<file path="src/rtl/rv32i_lite_core.sv">
// rv32i_lite_core: single-cycle RV32I subset core (R-type and I-type ALU ops).
// PC, combinational instruction ROM, 32x32 register file, decoder,
// immediate sign-extension and ALU. One instruction retires per clock.
// Optional build macro: RF_RESET_PATTERN_EN. When defined, reset loads
// x[i] = RF_INIT_BASE + i for i = 1..31; when undefined, reset clears them.
// Datapath internals are exposed on the *_check outputs.

// Combinational 32-bit ALU.
// Op codes: ADD=0 SUB=1 AND=2 OR=3 XOR=4 SLL=5 SRL=6 SLT=7.
module rv32i_alu (
  input  logic [2:0]  i_op,
  input  logic [31:0] i_a,
  input  logic [31:0] i_b,
  output logic [31:0] o_y
);

  // Select the result for the decoded operation.
  always_comb begin
    o_y = '0;
    case (i_op)
      3'd0: o_y = i_a + i_b;
      3'd1: o_y = i_a - i_b;
      3'd2: o_y = i_a & i_b;
      3'd3: o_y = i_a | i_b;
      3'd4: o_y = i_a ^ i_b;
      3'd5: o_y = i_a << i_b[4:0];
      3'd6: o_y = i_a >> i_b[4:0];
      3'd7: o_y = {31'd0, ($signed(i_a) < $signed(i_b))};
      default: o_y = '0;
    endcase
  end

endmodule

module rv32i_lite_core #(
  parameter int IMEM_DEPTH   = 64,
  parameter int RF_INIT_BASE = 3000
) (
  input  logic        clk,
  input  logic        reset,
  output logic [31:0] pc_out_check,
  output logic [31:0] instruction_check,
  output logic [2:0]  alu_op_check,
  output logic [31:0] register_data_out1_check,
  output logic [31:0] register_data_out2_check,
  output logic [31:0] b_input_check,
  output logic [31:0] register_data_in_check,
  output logic [31:0] alu_result_check,
  output logic        reg_write_check,
  output logic [31:0] imm_ext_check,
  output logic        use_imm_check
);

  localparam int IDX_W = $clog2(IMEM_DEPTH);

`ifdef RF_RESET_PATTERN_EN
  localparam bit PATTERN_EN = 1'b1;
`else
  localparam bit PATTERN_EN = 1'b0;
`endif

  localparam logic [2:0] OP_ADD = 3'd0;
  localparam logic [2:0] OP_SUB = 3'd1;
  localparam logic [2:0] OP_AND = 3'd2;
  localparam logic [2:0] OP_OR  = 3'd3;
  localparam logic [2:0] OP_XOR = 3'd4;
  localparam logic [2:0] OP_SLL = 3'd5;
  localparam logic [2:0] OP_SRL = 3'd6;
  localparam logic [2:0] OP_SLT = 3'd7;

  localparam logic [6:0] OPC_R = 7'b0110011;
  localparam logic [6:0] OPC_I = 7'b0010011;

  logic [31:0] r_pc;
  logic [31:0] r_rf [1:31];

  logic [IDX_W-1:0] w_rom_idx;
  logic [31:0]      w_instr;
  logic [6:0]       w_opcode;
  logic [4:0]       w_rd;
  logic [4:0]       w_rs1;
  logic [4:0]       w_rs2;
  logic [2:0]       w_funct3;
  logic [6:0]       w_funct7;
  logic [31:0]      w_imm_ext;
  logic [31:0]      w_rd1;
  logic [31:0]      w_rd2;
  logic [31:0]      w_b;
  logic [31:0]      w_alu_y;
  logic [2:0]       w_alu_op;
  logic             w_use_imm;
  logic             w_reg_write;

  // ROM index wraps naturally because only the low index bits of the PC are used.
  assign w_rom_idx = r_pc[IDX_W+1:2];

  // Instruction ROM: three fixed programme words, NOP everywhere else.
  always_comb begin
    w_instr = 32'h0000_0013;
    case (w_rom_idx)
      IDX_W'(0): w_instr = 32'h0053_03b3; // add  x7, x6, x5
      IDX_W'(1): w_instr = 32'h4084_8533; // sub  x10, x9, x8
      IDX_W'(2): w_instr = 32'h0016_0693; // addi x13, x12, 1
      default:   w_instr = 32'h0000_0013; // addi x0, x0, 0
    endcase
  end

  assign w_opcode  = w_instr[6:0];
  assign w_rd      = w_instr[11:7];
  assign w_funct3  = w_instr[14:12];
  assign w_rs1     = w_instr[19:15];
  assign w_rs2     = w_instr[24:20];
  assign w_funct7  = w_instr[31:25];
  assign w_imm_ext = {{20{w_instr[31]}}, w_instr[31:20]};

  // Register file reads; x0 is hard-wired to zero, no write-to-read bypass.
  assign w_rd1 = (w_rs1 == 5'd0) ? 32'd0 : r_rf[w_rs1];
  assign w_rd2 = (w_rs2 == 5'd0) ? 32'd0 : r_rf[w_rs2];

  // Decode: unsupported encodings fall through as a no-write ADD on rs2.
  always_comb begin
    w_alu_op    = OP_ADD;
    w_use_imm   = 1'b0;
    w_reg_write = 1'b0;
    if (w_opcode == OPC_R) begin
      case (w_funct3)
        3'b000: begin
          if (w_funct7 == 7'b0000000) begin
            w_alu_op = OP_ADD; w_reg_write = 1'b1;
          end else if (w_funct7 == 7'b0100000) begin
            w_alu_op = OP_SUB; w_reg_write = 1'b1;
          end
        end
        3'b001: if (w_funct7 == 7'd0) begin w_alu_op = OP_SLL; w_reg_write = 1'b1; end
        3'b010: if (w_funct7 == 7'd0) begin w_alu_op = OP_SLT; w_reg_write = 1'b1; end
        3'b100: if (w_funct7 == 7'd0) begin w_alu_op = OP_XOR; w_reg_write = 1'b1; end
        3'b101: if (w_funct7 == 7'd0) begin w_alu_op = OP_SRL; w_reg_write = 1'b1; end
        3'b110: if (w_funct7 == 7'd0) begin w_alu_op = OP_OR;  w_reg_write = 1'b1; end
        3'b111: if (w_funct7 == 7'd0) begin w_alu_op = OP_AND; w_reg_write = 1'b1; end
        default: ; // SLTU and anything else: no write
      endcase
    end else if (w_opcode == OPC_I) begin
      case (w_funct3)
        3'b000: begin w_alu_op = OP_ADD; w_use_imm = 1'b1; w_reg_write = 1'b1; end
        3'b010: begin w_alu_op = OP_SLT; w_use_imm = 1'b1; w_reg_write = 1'b1; end
        3'b100: begin w_alu_op = OP_XOR; w_use_imm = 1'b1; w_reg_write = 1'b1; end
        3'b110: begin w_alu_op = OP_OR;  w_use_imm = 1'b1; w_reg_write = 1'b1; end
        3'b111: begin w_alu_op = OP_AND; w_use_imm = 1'b1; w_reg_write = 1'b1; end
        3'b001: if (w_funct7 == 7'd0) begin
          w_alu_op = OP_SLL; w_use_imm = 1'b1; w_reg_write = 1'b1;
        end
        3'b101: if (w_funct7 == 7'd0) begin
          w_alu_op = OP_SRL; w_use_imm = 1'b1; w_reg_write = 1'b1;
        end
        default: ; // SLTIU and anything else: no write
      endcase
    end
  end

  assign w_b = w_use_imm ? w_imm_ext : w_rd2;

  rv32i_alu u_alu (
    .i_op (w_alu_op),
    .i_a  (w_rd1),
    .i_b  (w_b),
    .o_y  (w_alu_y)
  );

  // PC advances by 4 every cycle; async reset returns it to 0.
  always_ff @(posedge clk or negedge reset) begin
    if (!reset) r_pc <= 32'd0;
    else        r_pc <= r_pc + 32'd4;
  end

  // Register file write port; reset reloads the reset pattern and drops any pending write.
  always_ff @(posedge clk or negedge reset) begin
    if (!reset) begin
      for (int i = 1; i < 32; i++)
        r_rf[i] <= PATTERN_EN ? 32'(RF_INIT_BASE + i) : 32'd0;
    end else if (w_reg_write && (w_rd != 5'd0)) begin
      r_rf[w_rd] <= w_alu_y;
    end
  end

  assign pc_out_check             = r_pc;
  assign instruction_check        = w_instr;
  assign alu_op_check             = w_alu_op;
  assign register_data_out1_check = w_rd1;
  assign register_data_out2_check = w_rd2;
  assign b_input_check            = w_b;
  assign register_data_in_check   = w_alu_y;
  assign alu_result_check         = w_alu_y;
  assign reg_write_check          = w_reg_write;
  assign imm_ext_check            = w_imm_ext;
  assign use_imm_check            = w_use_imm;

endmodule

</file>
<file path="config.mk">
export PLATFORM = sky130hd
export DESIGN_NAME = rv32i_lite_core
export DESIGN_NICKNAME = d
export VERILOG_FILES = /design/src/rtl/rv32i_lite_core.sv
export SDC_FILE = /design/constraint.sdc
export NUM_CORES = 1
export LEC_CHECK = 0
export CAP_MARGIN = 20
export CORE_MARGIN = 1.5
export CORE_UTILIZATION = 45
export DETAILED_ROUTE_END_ITERATION = 6
export GPL_ROUTABILITY_DRIVEN = 0
export PLACE_DENSITY = 0.75
export SLEW_MARGIN = 10
export SYNTH_ARGS = -nofsm -noshare
export SYNTH_HDL_FRONTEND = slang
export SYNTH_SLANG_ARGS = --single-unit
</file>
<file path="constraint.sdc">
create_clock -name clk -period 8.1 [get_ports clk]
set_input_delay 2.43 -clock clk [delete_from_list [all_inputs] [get_ports clk]]
set_output_delay 2.43 -clock clk [all_outputs]
set_load 0.01 [all_outputs]
</file>
==> results by stage <==
STA:
- Setup repair after global routing could not meet its margin everywhere.
- The shortest clock period the worst path allows after layout is 8.10 ns.
- Final hold analysis gives a worst-case slack of 0.377 ns.
- The count of endpoints failing setup in the final report is 1.
- The maximum operating frequency is 123 MHz.
- The final number of max-transition violations was 0.
- Measured against its own limit, the worst slew margin works out to 29.9%.
- The worst setup margin is -0.00399 ns.
- The worst setup skew after layout is 0.0103 ns.
- The pin slew with the least headroom to its limit is 1.04 ns.
- The final critical path takes up 100% of the cycle.
- Adding up every negative setup slack in the final design gives -0.00399 ns.
- The number of failing hold endpoints at the final stage is 0.

Setup path:
- The maximum fanout encountered on the critical timing path is 4.
- The critical path launch point type is a flip-flop.
- The worst setup slack for register-to-register paths is 2.66 ns.
- On the critical path the largest part of the delay comes from simple AND/OR/NAND/NOR gates.
- The arrival time at the worst endpoint is 5.67 ns.
- The critical path data required time is 5.67 ns.
- For this run, the slowest stage of the critical path takes 0.50 ns.
- For this design, the slowest cell found on the critical path is sky130_fd_sc_hd__or4b_4.
- The worst setup path is captured at an output port.
- Together, buffers and inverters on the worst path number 6.
- By startpoint and endpoint, the worst setup path is classified as reg -> out.

CTS:
- Clock-pin slew was measured on the worst setup and hold paths at 0.07 ns.
- Clock tree synthesis inserted a total of 17 buffers.
- The maximum buffer depth of the clock tree is 2.
- The number of hold buffers added after CTS was 0.
- The root buffer cell chosen for the clock tree is sky130_fd_sc_hd__clkbuf_16.
- The number of clock sinks is 158.
- The count of H-tree levels built during CTS is 4.
- TritonCTS built the clock tree.
- The clock latency reported for the late side of the worst-skew pair is 0.44 ns.

Routing:
- After the first detailed-routing iteration, the DRC count stood at 956.
- Dividing the detail-routed wire length by the instance count gives 19.1 um.
- The via-per-instance ratio is 5.62.
- The remaining antenna violation count is 0.
- The total iterations of the first detailed-routing run is 5.
- The total wirelength of the detailed-routed design is 31.9 mm.
- In the routed design, unresolved DRC markers number 0.
- The number of vias in the routed layout is 9366.

Place:
- Summing all placed instances gives a cell area of 12200 um2.
- OpenSTA, run right after detailed placement, puts the worst setup slack at -0.0729 ns.
- The count of buffers added on input and output ports is 210.
- The half-perimeter wire length of the detailed placement result is 22.4 mm.

Cells and area:
- 0 antenna diodes ended up in the layout.
- The area growth from synthesis to layout is 31.0%.
- The total number of nets in the final design is 1414.
- The combined area of the multi-input logic cells is 5580 um2.
- The count of fill cells added during filler insertion is 1809.
- Summing all flip-flop and latch instances after layout gives 3960 um2.
- The final design instance area without fill is 13400 um2.
- The fraction of final layout cells sized beyond drive strength 1 is 16.6%.

Min path:
- The class of the tightest hold or removal check is reg -> reg.

Synthesis:
- The count of unique library cells instantiated by Yosys is 70.
- Summing every instance area after synthesis gives 10200 um2.
- The gate count after technology mapping is 1216.
- Of the synthesized area, sequential elements account for 38.7%.
- The average cell area after synthesis is 8.41 um2.
- For this run, the number of Yosys warnings is 0.
- The number of enable-type register cells in the synthesized netlist is 0.
- Among all flip-flop cells after synthesis, the most frequent one is sky130_fd_sc_hd__dfrtp_1.
- In this run, synthesis produced a sequential element count of 158.
- In the synthesized netlist the async set-or-reset flop fraction comes to 100%.

Pwr:
- Summing internal, switching and leakage power gives 0.00161 W.
- The peak ir drop on the vdd network is 0.000129 V.
- The analysis attributes to cell leakage a power of 6.60 nW.
- Power spread over the standard cell area amounts to 120 nW/um2.

Die:
- The area enclosed by the die boundary is 23600 um2.
- The effective utilization at floorplan is 46.4%.
- The die is 154 um wide.
- In this run the standard cell core region covers 22000 um2.
- 263 I/O pins were placed.
- In this run the core area contains 54 standard-cell rows.
- The chip height is 154 um.

GRT:
- Entering global routing, the biggest net connects 90 pins.
- The overall overflow remaining after global route is 0.
- The number of global-route vias before repair is 8814.
- The number of antenna violations at the first check in global routing came to 0.
- The first global-routing pass estimated 47.6 mm of wire.
- The total global routing track utilization is 25.8%.

Status:
- The run finished, with violations left.
- The final reports fail on setup timing.

Run:
- The tool flagged a number of max-cap violations equal to 0.
-- cell families (layout without fill, tap and decap cells) --
| group | after synthesis | count (layout) | synth area share (%) |
|---|---|---|---|
| AOI/OAI and AO/OA | 245 | 245 | 14.3 |
| xor gates and xnor gates | 74 | 74 | 6.34 |
| adders and majority gates | 37 | 37 | 4.60 |
| buffers and inverters | 243 | 365 | 12.8 |
| DFF | 158 | 158 | 38.7 |
| muxes | 42 | 42 | 4.36 |
| other | 2 | 52 | 0.0735 |
| and+or+nand+nor | 415 | 415 | 18.9 |
-- final timing paths --
path                                 startpoint                    endpoint  cells past startpoint
worst max-delay path            pc_out_check[2]  register_data_in_check[31]                     26
worst min-delay path                  r_rf[737]                   r_rf[737]                      0
worst max register to register  pc_out_check[2]                   r_rf[543]                     27
worst min register to register        r_rf[737]                   r_rf[737]                      0
max in group asynchronous                 reset             pc_out_check[5]                      2
min in group asynchronous                 reset                   r_rf[532]                      1
-- metrics by stage --
step	cells	util, %
finish	1668	60.8
global placement	1612	55.3
CTS	1650	58.7
detailed placement	1612	55.3
global route	1668	60.8
floorplan	1266	-
-- sequential cells by signal (all words and copies together) (netlist names) --
register and cells:
r_rf 128, pc_out_check 30
-- placed cells by master, fill, tap and decap left out, types with 30 or more instances in the layout --
cell                              instances
sky130_fd_sc_hd__dfrtp_1                157
sky130_fd_sc_hd__nand2_1                235
sky130_fd_sc_hd__xnor2_1                 40
sky130_fd_sc_hd__buf_4                   88
sky130_fd_sc_hd__clkdlybuf4s50_1        181
sky130_fd_sc_hd__a21oi_1                 76
sky130_fd_sc_hd__nor2_1                  45
sky130_fd_sc_hd__ha_1                    30
sky130_fd_sc_hd__conb_1                  52
sky130_fd_sc_hd__o21ai_0                 58
-- layout make-up --
type	instances	area share [%]
clock buffer	17	3.18
clock inverter	15	1.26
inverter	31	0.897
multi-input combinational	865	41.6
sequential	158	29.5
tap	280	2.62
timing repair buffer	302	20.9
-- power breakdown --
group | total [W] | switching, W | internal [W]
Clock | 0.000798 | 0.000384 | 0.000413
Combinational | 0.0000267 | 0.0000260 | 0.000000766
Sequential | 0.000788 | 0 | 0.000788
-- layer usage --
layer	vias up	track usage, %	wire length, um
li1	4268	-	-
met1	4477	34.8	13200
met2	531	40.1	14700
met3	90	5.41	2840
met4	0	11.6	1150
met5	-	0	0
-- worst reg2reg max path, cell delays in order, from the launching register on --
cell and delay (ns):
sky130_fd_sc_hd__dfrtp_1 0.36, sky130_fd_sc_hd__inv_2 0.08, sky130_fd_sc_hd__ha_4 0.17, sky130_fd_sc_hd__buf_6 0.12
sky130_fd_sc_hd__buf_4 0.13, sky130_fd_sc_hd__nor3b_4 0.15, sky130_fd_sc_hd__nand3_2 0.08, sky130_fd_sc_hd__mux2i_1 0.09
sky130_fd_sc_hd__inv_1 0.07, sky130_fd_sc_hd__ha_2 0.18, sky130_fd_sc_hd__or4b_4 0.50, sky130_fd_sc_hd__nor4_4 0.38
sky130_fd_sc_hd__nand4bb_2 0.21, sky130_fd_sc_hd__buf_6 0.17, sky130_fd_sc_hd__nor2_2 0.14, sky130_fd_sc_hd__a31oi_1 0.12
sky130_fd_sc_hd__xnor2_1 0.15, sky130_fd_sc_hd__ha_1 0.29, sky130_fd_sc_hd__a21o_1 0.18, sky130_fd_sc_hd__a21o_1 0.23
sky130_fd_sc_hd__a21oi_2 0.25, sky130_fd_sc_hd__nand2_2 0.09, sky130_fd_sc_hd__o31ai_4 0.26, sky130_fd_sc_hd__o21ai_1 0.12
sky130_fd_sc_hd__xnor2_1 0.25, sky130_fd_sc_hd__xor2_1 0.15, sky130_fd_sc_hd__buf_4 0.16, sky130_fd_sc_hd__mux2_2 0.25
-- synth_stat cells (all sizes together) (9+ instances only) --
library cell,number,area [um2]
nor2,51,194
mux2i,22,220
nor3b,12,90.1
inv,29,109
dfrtp,158,3950
nand3,24,120
xnor2,48,420
ha,36,450
clkbuf,99,372
nand2b,9,56.3
o31ai,9,67.6
xor2,26,228
a31oi,10,62.6
a21oi,85,425
buf,113,817
nor3,12,60.1
o21ai,74,370
and3,11,68.8
a21o,16,120
nand4,12,75.1
nand2,238,893
mux2,20,225
-- timing repair --
action | 4_1_cts | 5_1_grt
buffers inserted | 6 | 18
endpoints found under the setup margin | 28 | 41
pin swaps | 7 | 25
resized for setup | 40 | 116
(Power assumes the default switching activity.)
